===== src/rtl/npc_fetch_ctrl_pkg.sv =====
// Shared definitions for the next-PC / instruction fetch controller.
//   fetch_state_e : fetch FSM states (ISSUE, WAIT, HOLD)
//   PC_STEP       : sequential PC increment in bytes
//   PC_RESET      : value the external PC register takes on reset
//   align_word()  : clears the low address bits of a word address
package npc_fetch_ctrl_pkg;

  typedef enum logic [1:0] {
    ISSUE = 2'd0,
    WAIT  = 2'd1,
    HOLD  = 2'd2
  } fetch_state_e;

  localparam logic [31:0] PC_STEP         = 32'd4;
  localparam int          ALIGN_MASK_BITS = 2;
  localparam logic [31:0] PC_RESET        = 32'h0000_3000;

  function automatic logic [31:0] align_word(input logic [31:0] addr, input int bits);
    logic [31:0] mask;
    mask = 32'hFFFF_FFFF << bits;
    return addr & mask;
  endfunction

endpackage


===== src/rtl/npc_fetch_ctrl.sv =====
// Next-PC and instruction fetch controller.
// Issues one instruction-memory read per PC value, captures the returned word,
// presents it to decode with a valid/ready handshake and steers the external
// PC register (pc_en/pc_next). Branch/jump redirects from decode win over the
// sequential increment and squash any stale in-flight fetch.
//
// Ports:
//   clk, reset          clock, synchronous active-high reset
//   pc_cur              current PC register value
//   pc_en, pc_next      PC register load enable / load value (combinational)
//   imem_req, imem_addr instruction memory read request pulse / address
//   imem_rvalid/rdata   instruction memory response
//   instr_valid/instr/instr_pc  captured instruction to decode (registered)
//   instr_ready         decode accepts the instruction
//   redirect_valid/target  taken branch/jump pulse and its target
//
// state | meaning
// ISSUE | no fetch in flight, no instruction held; request pc_cur
// WAIT  | one request outstanding; kill_q marks its response as stale
// HOLD  | instruction held for decode, waiting for instr_ready
module npc_fetch_ctrl
  import npc_fetch_ctrl_pkg::*;
#(
  parameter logic [31:0] PC_STEP_P         = PC_STEP,
  parameter int          ALIGN_MASK_BITS_P = ALIGN_MASK_BITS
) (
  input  logic        clk,
  input  logic        reset,
  input  logic [31:0] pc_cur,
  output logic        pc_en,
  output logic [31:0] pc_next,
  output logic        imem_req,
  output logic [31:0] imem_addr,
  input  logic        imem_rvalid,
  input  logic [31:0] imem_rdata,
  output logic        instr_valid,
  output logic [31:0] instr,
  output logic [31:0] instr_pc,
  input  logic        instr_ready,
  input  logic        redirect_valid,
  input  logic [31:0] redirect_target
);

  fetch_state_e state_q, state_d;
  logic         kill_q, kill_d;
  logic         instr_valid_q, instr_valid_d;
  logic [31:0]  instr_q, instr_d;
  logic [31:0]  instr_pc_q, instr_pc_d;

  always_comb begin
    state_d       = state_q;
    kill_d        = kill_q;
    instr_valid_d = instr_valid_q;
    instr_d       = instr_q;
    instr_pc_d    = instr_pc_q;
    pc_en         = 1'b0;
    pc_next       = '0;
    imem_req      = 1'b0;
    imem_addr     = '0;

    if (!reset) begin
      unique case (state_q)
        ISSUE: begin
          if (!redirect_valid) begin
            imem_req  = 1'b1;
            imem_addr = align_word(pc_cur, ALIGN_MASK_BITS_P);
            state_d   = WAIT;
          end
        end
        WAIT: begin
          if (imem_rvalid && !redirect_valid) begin
            if (kill_q) begin
              // response to a fetch that a redirect already made stale
              kill_d  = 1'b0;
              state_d = ISSUE;
            end else begin
              instr_d       = imem_rdata;
              instr_pc_d    = pc_cur;
              instr_valid_d = 1'b1;
              pc_en         = 1'b1;
              pc_next       = align_word(pc_cur + PC_STEP_P, ALIGN_MASK_BITS_P);
              state_d       = HOLD;
            end
          end
        end
        HOLD: begin
          if (instr_ready) begin
            instr_valid_d = 1'b0;
            state_d       = ISSUE;
          end
        end
        default: state_d = ISSUE;
      endcase

      // Redirect overrides the sequential path in every state. A request
      // still in flight without its response this cycle must be remembered
      // so its data is discarded when it finally arrives.
      if (redirect_valid) begin
        pc_en         = 1'b1;
        pc_next       = align_word(redirect_target, ALIGN_MASK_BITS_P);
        instr_valid_d = 1'b0;
        if (state_q == WAIT && !imem_rvalid) begin
          kill_d  = 1'b1;
          state_d = WAIT;
        end else begin
          kill_d  = 1'b0;
          state_d = ISSUE;
        end
      end
    end
  end

  always_ff @(posedge clk) begin
    if (reset) begin
      state_q       <= ISSUE;
      kill_q        <= 1'b0;
      instr_valid_q <= 1'b0;
      instr_q       <= '0;
      instr_pc_q    <= '0;
    end else begin
      state_q       <= state_d;
      kill_q        <= kill_d;
      instr_valid_q <= instr_valid_d;
      instr_q       <= instr_d;
      instr_pc_q    <= instr_pc_d;
    end
  end

  assign instr_valid = instr_valid_q;
  assign instr       = instr_q;
  assign instr_pc    = instr_pc_q;

`ifndef SYNTHESIS
  // A response is only legal while a request is outstanding. The one
  // exception is the window between reset and the first new request, where
  // memory may still return the answer to a request abandoned by reset.
  logic post_reset_q;
  always_ff @(posedge clk) begin
    if (reset)
      post_reset_q <= 1'b1;
    else if (imem_req)
      post_reset_q <= 1'b0;
  end

  always_ff @(posedge clk) begin
    if (!reset && imem_rvalid && !post_reset_q)
      assert (state_q == WAIT);
  end
`endif

endmodule


===== config.mk =====
export PLATFORM = sky130hd
export DESIGN_NAME = npc_fetch_ctrl
export DESIGN_NICKNAME = d
export VERILOG_FILES = /design/src/rtl/npc_fetch_ctrl_pkg.sv /design/src/rtl/npc_fetch_ctrl.sv
export SDC_FILE = /design/constraint.sdc
export NUM_CORES = 1
export LEC_CHECK = 0
export CORE_ASPECT_RATIO = 1.4
export CORE_MARGIN = 10
export CORE_UTILIZATION = 40
export DETAILED_ROUTE_END_ITERATION = 8
export GPL_TIMING_DRIVEN = 0
export PLACE_DENSITY = 0.88
export SLEW_MARGIN = 20
export SYNTH_ARGS = -nofsm -noshare
export SYNTH_HDL_FRONTEND = slang
export SYNTH_SLANG_ARGS = --single-unit

===== constraint.sdc =====
create_clock -name clk -period 6.25 [get_ports clk]
set_clock_uncertainty 0.2 [all_clocks]
set_input_delay 0.9375 -clock clk [delete_from_list [all_inputs] [get_ports clk]]
set_output_delay 0.9375 -clock clk [all_outputs]
set_load 0.01 [all_outputs]

* Word level (Yosys, flattened, before mapping)
Index checks and enable logic that the tools add are counted.
** Cells by class
- Add/sub/neg operators :: 1
- Bitwise operators :: 1
- Equality and inequality tests :: 7
- Reduce and logical (&&, ||, !) cells :: 13
- Multiplexer cells :: 30
** Operators with widths (count)
- 2-to-1 mux 32 bit :: 8
- adder 32 x 3 -> 32 bit (second input constant) :: 1
- 2-to-1 mux 1 bit :: 16
- 2-to-1 mux 2 bit :: 4
- inequality test 2 bit (second input constant) :: 3
- inequality test 3 bit (second input constant) :: 2
- case mux 2 bit (3 select lines) :: 1
- nonzero test 2 bit :: 3
- AND reduction 2 bit :: 2
- AND reduction 4 bit :: 1
- AND reduction 3 bit :: 1
- == test 2 x 1 -> 1 bit (second input constant) :: 1
- == test 2 bit (second input constant) :: 1
- logical AND 1 bit :: 2
- logical NOT 1 bit :: 2
- logical NOT 2 bit :: 1
- case mux 1 bit (2 select lines) :: 1
- OR reduction 2 bit :: 1
- NOT 1 bit :: 1
** Word-level totals
- Register bits :: 68
- Input port bits :: 101

* Logic depth before layout (Yosys ltp)
Gate-level depths: netlist of the first run.
- Depth after elaboration :: 6
- Gate-level depth with buffers :: 6
- Depth with buffers taken out :: 5

* Least setup slack after synthesis of the first run
OpenSTA, ideal clock, no wires.
- Kind :: in2out
- Start :: input pc_cur[2]
- End :: output pc_next[28]
- Arrival :: 2.583 ns
- Stages on the path :: 6
- Path slack :: 2.530 ns
- Path buffers :: 1
- Required time :: 5.112 ns
- Path through :: ha_1 > nand4_2 > or4_4 > buf_6 > or3_1 > o211ai_1
** On the way
- Word-level cells in the longest chain between the ends :: 6
** RTL lines
- start: declaration :: RTL line npc_fetch_ctrl.sv:29 : input logic [31:0] pc_cur,
- adder 32 x 3 -> 32 bit :: RTL line npc_fetch_ctrl.sv:81 : pc_next = align_word(pc_cur + PC_STEP_P, ALIGN_MASK_BITS_P);
- 2-to-1 mux 32 bit :: RTL line npc_fetch_ctrl.sv:72 : if (kill_q) begin
- 2-to-1 mux 32 bit :: RTL line npc_fetch_ctrl.sv:71 : if (imem_rvalid && !redirect_valid) begin
- 2-to-1 mux 32 bit :: RTL line npc_fetch_ctrl.sv:62 : unique case (state_q)
- 2-to-1 mux 32 bit :: RTL line npc_fetch_ctrl.sv:98 : if (redirect_valid) begin
- 2-to-1 mux 32 bit :: RTL line npc_fetch_ctrl.sv:61 : if (!reset) begin
- end: declaration :: RTL line npc_fetch_ctrl.sv:31 : output logic [31:0] pc_next,
No other way between the ends.

* Final worst setup path of the first run
- Start :: input redirect_valid
- End :: output pc_next[21]
** On the way
- Word-level cells in the longest chain between the ends :: 6
** RTL lines
- start: declaration :: RTL line npc_fetch_ctrl.sv:40 : input logic redirect_valid,
- logical NOT 1 bit :: RTL line npc_fetch_ctrl.sv:71
- logical AND 1 bit :: RTL line npc_fetch_ctrl.sv:71
- 2-to-1 mux 32 bit :: RTL line npc_fetch_ctrl.sv:71
- 2-to-1 mux 32 bit :: RTL line npc_fetch_ctrl.sv:62
- 2-to-1 mux 32 bit * :: RTL line npc_fetch_ctrl.sv:98
- 2-to-1 mux 32 bit * :: RTL line npc_fetch_ctrl.sv:61
Mark *: on every way between the ends. The rest lies on a longest branch, timed or not.

==> impl_metrics.ini, run 1 <==
[clocking]
cts_hold_buf = 0
cts_tree = built
cts_buffer_depth = 2
cts_buffers = 9
cts_setup_buffers = 0
cts_root_buffer = clkbuf_16
ctsResizeCount = 0
htreeDepth = 3
clk_latency_ns = 0.32
clk_pin_slew_ns = 0.05
cts.sinks = 68

[timing]
worst_pin_slew_ns = 1.12
fin_setup_tns_ns = 0
setup_ws_ns = 1.11
grt_setup_unrepaired = false
final-hold-violation-count = 0
period_minus_slack_ns = 5.14
max_freq_mhz = 195
setup_viol = 0
drv_slew = 0
slew_headroom_pct = 25.0
period_share_pct = 82.2

[routing]
wire_per_inst_um = 17.7
drc = 0
via_per_inst = 5.20
drtIter0Drc = 268
totalWireLength_um = 15100
vias = 4443
drtAntennaViolNets = 0
dr.pass1.iters = 4

[critical_path]
critPathArrivalTime_ns = 4.00
crit_path_end = pc_next[21]
r2r_end = instr[27]
start_kind = input pin
worstRegToRegCells = 5
cp-end-kind = primary output
reg2reg_slack_ns = 3.98
cp.required_ns = 5.11
r2r-start = kill_q
crit_fanout = 10
startpoint = redirect_valid
setup.worst_path.class = in2out

[floorplanning]
io_pins = 232
fp.dieH_um = 132
rows = 40
die_w_um = 100
start_util_pct = 41.4
fp.coreArea_um2 = 8660
dieArea_um2 = 13200

[place]
place.gp.congestion = 0.846
dpl_worst_slack_ns = 1.13
hpwl_um = 12300
placed_cells = 838
port-buffer-count = 221
placed_area_um2 = 5940

[final_layout]
fillCellCount = 680
area_growth_pct = 73.9
layout.cells.non_filler = 854
drive_above_1_share_pct = 3.87
fin_area_um2 = 6240
nNetsFinal = 846
n_antenna_cell = 0

[synthesis]
synthFlopType = dfxtp_1
synth_top_cell_area_share_pct = 37.9
synth_area_leader_cell = dfxtp_1
avgSynthCellArea_um2 = 7.05
ys_top_cells_by_area = dfxtp_1 (38%), nand2_1 (17%), a21oi_1 (9.3%), and2_1 (5.2%), clkbuf_1 (3.3%)
ys_seq_elements = 68
synth_seq_area_share_pct = 37.9
async_reset_ff_share_pct = 0
synth_edf_count = 0
ys_types = 41
syn_inst = 509
synth.most_common_cell = nand2_1
synthTopCellsByCount = nand2_1 (163), dfxtp_1 (68), a21oi_1 (67)
synth_area_um2 = 3590
synth_warnings = 0

[global_routing]
use_met3_pct = 7.24
overflow = 0
grtUsageMet1_pct = 22.5
antenna_found_initial = 0
use_met2_pct = 39.5
track_usage_pct = 21.9
grt_first_pass_wirelength_um = 23700
grt_most_used_layer = met2
grt_max_degree = 12
grt_pass1_vias = 4440

[power_and_ir_drop]
p_sw_uw = 288
pwr-share-comb_pct = 19.5
clockPowerShare_pct = 42.2
power_density_nw_per_um2 = 189
ir_drop_mv = 0.183
swShare_pct = 24.5
p_leak_nw = 2.16
p_int_uw = 889
seqPwrFrac_pct = 38.3

[worst_hold_path]
hold_depth = 2
hp-class = reg2reg

[run]
max_cap_violations = 0

[status]
status = finished clean
==> critical path: stages <==
cell and delay [ns]:
clkdlybuf4s50_1 0.55, or2_2 0.36, nor3_1 0.89, clkbuf_1 0.42, o211ai_1 0.15, nand3_1 0.14
clkdlybuf4s50_1 0.56
==> layer usage <==
metal | share of wire, % | vias up
li1 | - | 2193
met1 | 36 | 2033
met2 | 52 | 199
met3 | 9.8 | 18
met4 | 1.9 | 0
met5 | 0 | -
==> worst min-delay path by stage <==
stage               startpoint          to  slack [ns]
floorplan           state_q[1]  state_q[0]        0.28
global placement     instr[25]   instr[25]        0.24
detailed placement   instr[13]   instr[13]        0.25
CTS                  instr[13]   instr[13]        0.25
global route         instr[21]   instr[21]        0.27
finish               instr[22]   instr[22]        0.25
==> logic make-up after synthesis <==
group,synth area share (%)
buffers and inverters,5.86
DFF,37.9
xor gates and xnor gates,3.17
other,0.105
AOI/OAI and AO/OA,16.0
and+or+nand+nor,36.6
adders and majority gates,0.349
==> cell usage in the layout (no fill, tap or decap), types with 2 or more instances in the layout <==
cell type and instances:
clkdlybuf4s50_1 221, nand2_1 163, dfxtp_1 68, a21oi_1 67, clkbuf_1 34, and2_1 30, nand3_1 23, o211ai_1 14
o21ai_0 14, or4_1 12, xnor2_1 11, clkbuf_16 9, inv_1 8, nand4_1 8, nor2_1 8, nor3_1 5
nor4_1 4, buf_4 4, conb_1 4, and4_1 3, and3_1 3, nand2b_1 3, nand4_2 2, buf_2 2
or4_4 2, or3_1 2, o311ai_0 2, nor2b_1 2, xor2_1 2, clkinv_2 2
==> layout make-up <==
cell class	count	area (µm²)	area share, %
well taps	105	131	2.11
flip-flops and latches	68	1360	21.8
inverters	8	30.0	0.481
clock inverters	4	48.8	0.782
repair buffers	221	2210	35.5
clock buffers	12	246	3.95
multi-input cells	395	2030	32.5
plain buffers	41	180	2.89
==> power groups by stage <==
stage / sequential (mW) / combinational, mW / clock, mW
floorplan: 0.465 / 0.0746 / 0
global route: 0.453 / 0.247 / 0.526
finish: 0.452 / 0.229 / 0.497
global placement: 0.460 / 0.225 / 0
detailed placement: 0.461 / 0.229 / 0
CTS: 0.452 / 0.230 / 0.505
==> metrics by stage <==
step | hold WS, ns | power, mW | utilization [%]
after CTS | 0.254 | 1.19 | 72.0
after global placement | 0.241 | 0.685 | 68.6
after global routing | 0.271 | 1.23 | 72.0
after floorplan | 0.279 | 0.539 | -
final | 0.253 | 1.18 | 72.0
after detailed placement | 0.246 | 0.689 | 68.6
==> state kept, by name, summed over array words and instances (netlist names) <==
name         count
state_q          2
instr           32
kill_q           1
instr_valid      1
instr_pc        32
Note: power is estimated with default switching activity, not from simulation.
==> inputs of run 2 (changes only) <==
Settings changed: CORE_UTILIZATION 40 to 37, PLACE_DENSITY 0.88 to 0.82.
Clock period 6.25 ns to 5.15 ns, I/O delays scaled along.
==> impl_metrics.ini, run 2 (same netlist as run 1, synthesis figures left out) <==
[routing]
drc = 0
vias = 4475
via_per_inst = 5.23
totalWireLength_um = 15400
dr.pass1.iters = 5
wire_per_inst_um = 18.0
drtIter0Drc = 211
drtAntennaViolNets = 0

[timing]
holdWs_ns = 0.252
period_share_pct = 92.4
slew_headroom_pct = 27.6
fin_setup_tns_ns = 0
worst_pin_slew_ns = 1.08
setup_ws_ns = 0.394
grt_setup_unrepaired = false
max_freq_mhz = 210
final-hold-violation-count = 0
drv_slew = 0
period_minus_slack_ns = 4.76
setup_viol = 0

[floorplanning]
die_w_um = 103
rows = 42
fp.dieH_um = 137
io_pins = 232
fp.coreArea_um2 = 9460
dieArea_um2 = 14100
start_util_pct = 37.9

[critical_path]
setup.worst_path.class = in2out
reg2reg_slack_ns = 2.86
cp-end-kind = primary output
crit_path_end = pc_next[25]
r2r-start = kill_q
crit_fanout = 10
r2r_end = instr[0]
cp.required_ns = 4.18
worstRegToRegCells = 5
start_kind = input pin
critPathArrivalTime_ns = 3.78
startpoint = redirect_valid

[clocking]
cts_setup_buffers = 0
cts_root_buffer = clkbuf_16
clk_latency_ns = 0.33
clk_pin_slew_ns = 0.05
cts_buffers = 9
cts.sinks = 68
htreeDepth = 3
cts_hold_buf = 0
cts_buffer_depth = 2
cts_tree = built
ctsResizeCount = 0

[final_layout]
nNetsFinal = 846
drive_above_1_share_pct = 3.75
n_antenna_cell = 0
layout_common_cells = clkdlybuf4s50_1 (221), nand2_1 (163), dfxtp_1 (68)
area_growth_pct = 73.6
final_common_cell = clkdlybuf4s50_1
layout.cells.non_filler = 856

[worst_hold_path]
hp-class = reg2reg

[place]
placed_cells = 843
dpl_worst_slack_ns = 0.357
place.gp.congestion = 0.893
hpwl_um = 12500
port-buffer-count = 221

[global_routing]
grt_first_pass_wirelength_um = 23600
track_usage_pct = 21.3
overflow = 0
antenna_found_initial = 0
grt_pass1_vias = 4562
grt_max_degree = 11

[power_and_ir_drop]
p_leak_nw = 2.16
power_density_nw_per_um2 = 227
ir_drop_mv = 0.232

[run]
max_cap_violations = 0

[status]
status = finished clean
-- run 2: changes by cell type in the layout (fill, tap and decap cells not counted), sizes merged --
cell	delta
clkbuf	-2
clkinv	-1
-- run 2: worst max-delay path, cell delays in order --
cell             delay (ns)
clkdlybuf4s50_1        0.55
or2_2                  0.36
nor3_1                 0.86
clkbuf_1               0.40
o211ai_1               0.16
nand3_1                0.12
clkdlybuf4s50_1        0.54
-- run 2: power by group --
part	switching, mW	total (mW)	internal (mW)
Clock	0.211	0.588	0.377
Combinational	0.127	0.279	0.152
Sequential	0.00778	0.548	0.540
Total	0.345	1.41	1.07
-- run 2: area by class of cell --
cell class	count	area, µm²
Fill cell	771	3230
Timing Repair Buffer	221	2210
Multi-Input combinational cell	395	2030
Sequential cell	68	1360
Clock buffer	10	239
Buffer	41	180
Tap cell	110	138
Clock inverter	3	40.0
Inverter	8	30.0
-- run 2: through the flow --
| stage | util [%] | instance area (µm²) | power (mW) |
|---|---|---|---|
| finish | 65.8 | 6230 | 1.41 |
| global route | 65.8 | 6230 | 1.47 |
| CTS | 65.8 | 6230 | 1.43 |
| detailed placement | 62.9 | 5950 | 0.838 |
| global placement | 62.9 | 5950 | 0.833 |
| floorplan | - | 3600 | 0.655 |
-- run 2: worst min path at each step --
stage                              end  slack (ns)  depth (start not counted)    startpoint
after detailed placement      instr[7]        0.25                          2      instr[7]
after global routing      instr_pc[18]        0.28                          2  instr_pc[18]
after CTS                     instr[7]        0.25                          2      instr[7]
final                        instr[10]        0.25                          2     instr[10]
after global placement       instr[25]        0.24                          2     instr[25]
after floorplan             state_q[0]        0.28                          1    state_q[1]
-- run 2: metal layers --
layer / GRT usage, % / part of all wire [%] / up-vias
li1: - / - / 2193
met1: 21.2 / 35 / 2068
met2: 38.3 / 53 / 191
met3: 7.98 / 10 / 23
met4: 8.84 / 2.3 / 0
met5: 0 / 0 / -
